`src/rtl/dmem_arbiter.sv`:
```
// Two-port round-robin arbiter in front of a single-port 64-bit data memory.
// Sub-doubleword stores are sequenced as read-modify-write.
module dmem_arbiter #(
  parameter int DEPTH = 64
) (
  input  logic        clk,
  input  logic        rst_n,
  input  logic [1:0]  req,
  input  logic [1:0]  we,
  input  logic [15:0] mask,
  input  logic [63:0] addr0,
  input  logic [63:0] addr1,
  input  logic [63:0] wdata0,
  input  logic [63:0] wdata1,
  output logic [1:0]  gnt,
  output logic [1:0]  rvalid,
  output logic [1:0]  wack,
  output logic [1:0]  err,
  output logic [63:0] rdata,
  output logic        mem_we,
  output logic        mem_re,
  output logic [63:0] mem_a,
  output logic [63:0] mem_wd,
  input  logic [63:0] mem_rd
);
  typedef enum logic [1:0] {IDLE, ACCESS, RMW_WR} state_t;

  typedef struct packed {
    logic        owner;
    logic        we;
    logic [60:0] idx;
    logic [63:0] wdata;
    logic [7:0]  mask;
  } req_t;

  state_t      state;
  req_t        cur;
  logic        last_owner;
  logic [63:0] merge_q;
  logic        win, err_q, full, empty, partial;
  logic [63:0] bmask;
  logic        unused_lsb;

  assign unused_lsb = ^{addr0[2:0], addr1[2:0]};

  // On a tie the requester that did not own the last access wins.
  assign win = (req == 2'b11) ? ~last_owner : req[1];
  assign gnt = (rst_n && state == IDLE && |req) ? (win ? 2'b10 : 2'b01) : 2'b00;

  assign err_q   = (cur.idx >= 61'(DEPTH));
  assign full    = (cur.mask == 8'hFF);
  assign empty   = (cur.mask == 8'h00);
  assign partial = !full && !empty;

  for (genvar k = 0; k < 8; k++) begin : g_bmask
    assign bmask[8*k +: 8] = {8{cur.mask[k]}};
  end

  assign mem_re = rst_n && state == ACCESS && !err_q && (!cur.we || partial);
  assign mem_we = rst_n && ((state == ACCESS && !err_q && cur.we && full) || state == RMW_WR);
  assign mem_a  = (state == IDLE) ? 64'd0 : {cur.idx, 3'b000};
  assign mem_wd = (state == RMW_WR) ? merge_q : (mem_we ? cur.wdata : 64'd0);

  always_ff @(posedge clk or negedge rst_n) begin
    if (!rst_n) begin
      state      <= IDLE;
      cur        <= '0;
      last_owner <= 1'b1;
      merge_q    <= '0;
      rvalid     <= '0;
      wack       <= '0;
      err        <= '0;
      rdata      <= '0;
    end else begin
      rvalid <= '0;
      wack   <= '0;
      err    <= '0;
      case (state)
        IDLE: if (|req) begin
          cur.owner  <= win;
          cur.we     <= we[win];
          cur.idx    <= win ? addr1[63:3] : addr0[63:3];
          cur.wdata  <= win ? wdata1 : wdata0;
          cur.mask   <= win ? mask[15:8] : mask[7:0];
          last_owner <= win;
          state      <= ACCESS;
        end
        ACCESS: begin
          if (!cur.we) begin
            rdata             <= err_q ? 64'd0 : mem_rd;
            rvalid[cur.owner] <= 1'b1;
            err[cur.owner]    <= err_q;
            state             <= IDLE;
          end else if (partial && !err_q) begin
            merge_q <= (mem_rd & ~bmask) | (cur.wdata & bmask);
            state   <= RMW_WR;
          end else begin
            // Full-mask write already landed this edge; empty or out-of-range stores just ack.
            wack[cur.owner] <= 1'b1;
            err[cur.owner]  <= err_q;
            state           <= IDLE;
          end
        end
        RMW_WR: begin
          wack[cur.owner] <= 1'b1;
          state           <= IDLE;
        end
        default: state <= IDLE;
      endcase
    end
  end
endmodule

```
`config.mk`:
```
export PLATFORM = sky130hd
export DESIGN_NAME = dmem_arbiter
export DESIGN_NICKNAME = d
export VERILOG_FILES = /design/src/rtl/dmem_arbiter.sv
export SDC_FILE = /design/constraint.sdc
export NUM_CORES = 1
export LEC_CHECK = 0
export ABC_AREA = 1
export CAP_MARGIN = 30
export CORE_AREA = 4 4 212 214
export DETAILED_ROUTE_END_ITERATION = 8
export DIE_AREA = 0 0 216 218
export PLACE_DENSITY_LB_ADDON = 0.25
export SYNTH_ARGS = -nofsm -noshare
export SYNTH_HDL_FRONTEND = slang
export SYNTH_SLANG_ARGS = --single-unit
```
`constraint.sdc`:
```
create_clock -name clk -period 3.2 [get_ports clk]
set_input_delay 0.96 -clock clk [delete_from_list [all_inputs] [get_ports clk]]
set_output_delay 0.96 -clock clk [all_outputs]
set_load 0.03 [all_outputs]
```
==> results of run 1 <==
[critical path, delay by kind of cell (launching register included)]
kind,cells,cell delay (ns)
flip-flops,1,0.38
AND/OR/NAND/NOR,9,1.07
buffers and inverters,2,0.33
[power breakdown]
group / switching, mW / internal, mW / total (mW)
Combinational: 4.94 / 2.80 / 7.74
Sequential: 0.487 / 4.36 / 4.84
Clock: 1.51 / 2.08 / 3.59
[synthesized netlist by cell type (6+ instances only)]
master and n:
nand2_1 475, nor2_1 301, dfrtp_1 271, inv_1 204
o21ai_0 194, o22ai_1 132, clkbuf_1 76, nand3_1 68
o31ai_2 39, buf_2 32, o31ai_1 25, buf_6 18
buf_4 12, buf_1 6
[registers in the layout, indices dropped and copies added, names as in the netlist]
signal / cells
bmask: 8
last_owner: 1
wack: 2
cur: 127
rvalid: 2
state: 2
err: 2
rdata: 64
merge_q: 64
[area by class of cell]
| type | count | area, µm² |
|---|---|---|
| antenna | 6 | 15.0 |
| clock buffer | 51 | 966 |
| clock inverter | 5 | 36.3 |
| fill | 4157 | 21000 |
| inverter | 206 | 776 |
| multi-input combinational | 1268 | 6280 |
| sequential | 272 | 6810 |
| tap | 585 | 732 |
| timing repair buffer | 605 | 6280 |
[stage by stage]
step / cells / power (mW)
2_1_floorplan: 1890 / 9.43
3_3_place_gp: 2920 / 12.5
3_5_place_dp: 2921 / 12.6
4_1_cts: 2989 / 16.2
5_1_grt: 2998 / 17.3
6_report: 2998 / 16.2
[cell families (layout without fill, tap and decap cells)]
logic type / after synthesis / after routing
flip-flops: 272 / 272
buffers and inverters: 350 / 867
other: 1 / 9
AND/OR/NAND/NOR: 863 / 863
adder cells (fa/ha/maj): 3 / 3
AO/OA/AOI/OAI: 399 / 399
[per-layer routing]
layer / vias to the layer above / track usage / part of all wire
li1: 7069 / - / -
met1: 7029 / 0.284 / 0.40
met2: 523 / 0.398 / 0.50
met3: 93 / 0.0545 / 0.070
met4: 0 / 0.0849 / 0.030
met5: - / 0 / 0
[what timing repair did]
item / 4_1_cts / 5_1_grt
gates cloned: 3 / 1
pin swaps: 6 / 27
endpoints found under the setup margin: 128 / 80
resized for setup: 157 / 80
buffers inserted: 9 / 5
[path summary, 6_finish.rpt]
| kind | from | endpoint | slack, ns |
|---|---|---|---|
| max | cur[85] | mem_wd[39] | -0.1 |
| min | rst_n | rdata[19] | 0.30 |
| max reg2reg | cur[102] | merge_q[26] | 0.78 |
| min reg2reg | merge_q[18] | merge_q[18] | 0.47 |
| max in group asynchronous | rst_n | bmask[56] | 1.69 |
| min in group clk | merge_q[18] | merge_q[18] | 0.47 |
==> summary.txt, run 1 <==
Synth Cell Area: 0.0143 mm²
TNS Setup: -2.84 ns
clock sinks: 272
clock period minus final worst setup slack: 3.30 ns
critical path peak fanout: 14
RSZ-0062 raised after global routing: yes
CTS tree: yes
Pre-antenna DRT Iters: 5
port buffer count: 534
relative slew slack: 0.476
Pleak: 10.1 nW
Post-Synth XOR/XNOR Area: 0
Hold WS: 0.305 ns
Yosys cell types: 31
Post-CTS Hold Buffers: 0
commonest non-fill, non-tap cell in the layout: nand2_1
peak supply drop: 0.528 mV
Crit Path Class: reg2out
Final Slew Violations: 0
Syn Inst Count: 1888
CP endpoint kind: output port
Rows: 76
largest net degree at the start of global routing: 135
Die ar.: 0.0471 mm²
final hold violations: 0
area delta synth->final: 53.0%
# setup viols final: 62
slowest cell on the critical path: dfrtp_1
Die Y: 218 µm
Core ar.: 0.0429 mm²
register area share after synthesis: 0.476
post-synthesis adder-cell area fraction: 0.00262
Synth area leader: dfrtp_1
Ports: 544
status: complete, but fails checks
clock skew: 0.0213 ns
Mean Syn Cell Area: 7.58 µm²
yosys warns: 0
Design Area, Final: 0.0219 mm²
DRC: 0
ys flop type: dfrtp_1
dpl cell area: 0.0203 mm²
vias per cell: 4.91
Num CTS Buffers: 34
WP data required: 2.24 ns
CP peak stage delay: 0.38 ns
Worst setup SP type: register
Post-synth ARST share: 1.00
Yosys top cell area share: 0.474
worst min-delay path class: in2async
clock tree buffer depth: 3
mux cell area share after synthesis: 0
die width: 216 µm
GPL Wtd Cong: 0.853
number of global-route vias before repair: 15000
initial antenna violation count: 6
Setup WS post-layout: -0.0978 ns
Place WS: 0.0918 ns
Clock Root Buffer: clkbuf_16
Compound-Gate Fraction of Synth Area: 0.176
share of cells above drive strength 1: 0.128
post-synthesis simple-gate area fraction: 0.238
DPL Wire Length: 40400 µm
most frequent cells in the layout: nand2_1 (447), clkdlybuf4s50_1 (404), nor2_1 (296)
Iter 0 DRT Violations: 906
initial core utilization: 0.333
Yosys reg bits: 272
fmax: 0.303 GHz
post-route ant nets: 0
clk_lat worst skew: 0.53 ns
via count: 14700
failing checks: setup timing
H-Tree Depth: 2
Worst EP arrival: 2.34 ns
GR Util All Layers: 0.231
Least-Margin Pin Slew: 0.786 ns
nets: 2732
Reg clk slew, reported paths: 0.05 ns
Cell Pwr Density: 739 mW/mm²
GRT Residual Overflow: 0
Tcrit/Tclk final: 1.03
EDFF count, synth: 0
Avg WL per Cell: 18.9 µm
Total Wirelength: 56800 µm
worst path cell trace: nor2_2 > nand2_2 > nor2_2 > nand2_2 > nor2_4 > nand3_4 > nand2_8 > buf_16 > nand3_1 > nand2_1 > buf_4
Worst R2R Path Depth: 14
max-cap violations: 0
Area contributors post-synth: dfrtp_1 (47%), nand2_1 (12%), nor2_1 (7.9%), o21ai_0 (6.8%), o22ai_1 (5.8%)
largest family of logic cells by synthesized area: simple AND/OR/NAND/NOR gates
fin util: 0.510
global-route wire length before repair: 86300 µm
Note: power is estimated with default switching activity, not from simulation.
==> run 2: changes to the inputs <==
--- a/config.mk
+++ b/config.mk
@@ -6,7 +6,6 @@
 export NUM_CORES = 1
 export LEC_CHECK = 0
 export ABC_AREA = 1
-export CAP_MARGIN = 30
 export CORE_AREA = 4 4 212 214
 export DETAILED_ROUTE_END_ITERATION = 8
 export DIE_AREA = 0 0 216 218
==> run 2 against run 1 <==
Critical endpoint is now mem_wd[33]. Sequential share of layout area down 0.37 points. Cell area up 1.2%. The run still ends with setup timing left. Clock power up 7.0%.
==> summary.txt, run 2 (synthesis gave the netlist of run 1 again) <==
number of fill cells in the layout: 4096 (was 4157)
clock skew: 0.0128 ns (was 0.0213 ns)
flop-to-flop setup slack: 0.54 ns (was 0.78 ns)
fin util: 0.517 (was 0.510)
RSZ-0062 raised after global routing: yes (unchanged)
Setup WS post-layout: -0.107 ns (was -0.0978 ns)
most frequent cells in the layout: nand2_1 (440), clkdlybuf4s50_1 (404), nor2_1 (297) (was nand2_1 (447), clkdlybuf4s50_1 (404), nor2_1 (296))
Ports: 544 (unchanged)
via count: 14700 (about the same)
Iter 0 DRT Violations: 1015 (was 906)
DPL Wire Length: 40200 µm (was 40400 µm)
critical path peak fanout: 6 (was 14)
Post-CTS Hold Buffers: 0 (unchanged)
dpl cell area: 0.0203 mm² (about the same)
GR Util All Layers: 0.231 (about the same)
initial antenna violation count: 9 (was 6)
CP peak stage delay: 0.42 ns (was 0.38 ns)
Rows: 76 (unchanged)
Pleak: 10.2 nW (was 10.1 nW)
Final Slew Violations: 0 (unchanged)
nets: 2729 (was 2732)
Place WS: 0.0790 ns (was 0.0918 ns)
Tcrit/Tclk final: 1.03 (about the same)
Largest register FFs: 127 (unchanged)
Worst setup SP type: register (unchanged)
reg-to-reg critical path endpoint: merge_q[30] (was merge_q[26])
Least-Margin Pin Slew: 1.12 ns (was 0.786 ns)
largest net degree at the start of global routing: 135 (unchanged)
Die ar.: 0.0471 mm² (unchanged)
crit path to: mem_wd[33] (was mem_wd[39])
Multi-input gate area: 0.00643 mm² (was 0.00628 mm²)
die width: 216 µm (unchanged)
post-route ant nets: 0 (unchanged)
CP endpoint kind: output port (unchanged)
vias per cell: 4.89 (was 4.91)
initial core utilization: 0.333 (unchanged)
H-Tree Depth: 2 (unchanged)
Die Y: 218 µm (unchanged)
Worst R2R Path Depth: 13 (was 14)
clk_lat worst skew: 0.53 ns (about the same)
clock period minus final worst setup slack: 3.31 ns (was 3.30 ns)
worst min-delay path class: in2async (unchanged)
Pre-antenna DRT Iters: 5 (unchanged)
DRC: 0 (unchanged)
FF+latch area: 0.00681 mm² (unchanged)
Avg WL per Cell: 18.9 µm (about the same)
Critical path origin: cur[102] (was cur[85])
Num CTS Buffers: 35 (was 34)
status: complete, but fails checks (unchanged)
peak supply drop: 0.501 mV (was 0.528 mV)
Tot Pwr: 16.5 mW (was 16.2 mW)
Cell Pwr Density: 745 mW/mm² (was 739 mW/mm²)
share of cells above drive strength 1: 0.135 (was 0.128)
worst path cell trace: nor2_1 > nand2_1 > nor2_1 > nand2_2 > nor2_4 > nand3_4 > nand2_8 > buf_12 > buf_16 > nand3_4 > nand2_4 > buf_6 (was nor2_2 > nand2_2 > nor2_2 > nand2_2 > nor2_4 > nand3_4 > nand2_8 > buf_16 > nand3_1 > nand2_1 > buf_4)
Total Wirelength: 56500 µm (was 56800 µm)
GRT Residual Overflow: 0 (unchanged)
clock sinks: 272 (unchanged)
failing checks: setup timing (unchanged)
commonest non-fill, non-tap cell in the layout: nand2_1 (unchanged)
Top reg by flops: cur (unchanged)
slowest cell on the critical path: dfrtp_1 (unchanged)
Reg clk slew, reported paths: 0.05 ns (about the same)
number of global-route vias before repair: 14800 (was 15000)
GPL Wtd Cong: 0.853 (unchanged)
CTS tree: yes (unchanged)
relative slew slack: 0.254 (was 0.476)
Largest regs: cur (127), merge_q (64), rdata (64) (unchanged)
reg2reg start: cur[86] (was cur[102])
Core ar.: 0.0429 mm² (unchanged)
final hold violations: 0 (unchanged)
# setup viols final: 58 (was 62)
port buffer count: 534 (unchanged)
Clock Root Buffer: clkbuf_16 (unchanged)
max-cap violations: 0 (unchanged)
Design Area, Final: 0.0222 mm² (was 0.0219 mm²)
Crit Path Class: reg2out (unchanged)
area delta synth->final: 54.9% (was 53.0%)
WP data required: 2.24 ns (about the same)
Worst EP arrival: 2.35 ns (was 2.34 ns)
global-route wire length before repair: 85600 µm (was 86300 µm)
TNS Setup: -3.03 ns (was -2.84 ns)
fmax: 0.302 GHz (was 0.303 GHz)
clock tree buffer depth: 3 (unchanged)
run 2: layer usage:
| layer | wire, µm | track usage |
|---|---|---|
| met1 | 22500 | 0.283 |
| met2 | 27800 | 0.389 |
| met3 | 4110 | 0.0587 |
| met4 | 2110 | 0.0984 |
| met5 | 0 | 0 |
run 2: worst min path at each step:
stage / start / to / slack, ns / cells past startpoint
2_1_floorplan: merge_q[0] / merge_q[0] / 0.44 / 2
3_3_place_gp: merge_q[37] / merge_q[37] / 0.45 / 2
3_5_place_dp: merge_q[34] / merge_q[34] / 0.46 / 2
4_1_cts: rst_n / cur[26] / 0.27 / 1
5_1_grt: rst_n / cur[29] / 0.29 / 1
6_report: rst_n / cur[23] / 0.31 / 1
run 2: stage by stage:
step                hold slack, ns  cells
floorplan                    0.442   1890
global placement             0.454   2920
detailed placement           0.459   2920
CTS                          0.268   2987
global route                 0.289   2999
finish                       0.305   2999
run 2: power by group:
group	leakage, nW	switching [mW]	internal, mW	total (mW)
clock network	0.540	1.52	2.31	3.84
logic	6.44	5.00	2.83	7.83
registers	3.20	0.485	4.36	4.84
total	10.2	7.00	9.51	16.5
run 2: layout make-up:
type / instances / share of cell area
clock buffers: 49 / 0.0465
multi-input cells: 1268 / 0.290
flip-flops and latches: 272 / 0.307
inverters: 206 / 0.0350
repair buffers: 601 / 0.283
diodes: 10 / 0.00113
well taps: 585 / 0.0330
clock inverters: 8 / 0.00333
run 2: critical path: cells and delay by family, from the launching register on:
kind          cells  cell delay, ns
buf+inv           3            0.40
flops             1            0.42
simple gates      9            0.99
run 2: repair_timing:
action	4_1_cts	5_1_grt
gates resized for setup	136	107
endpoints found under the setup margin	128	80
pin swaps	20	28
buffers inserted	6	3
cloned	4	1
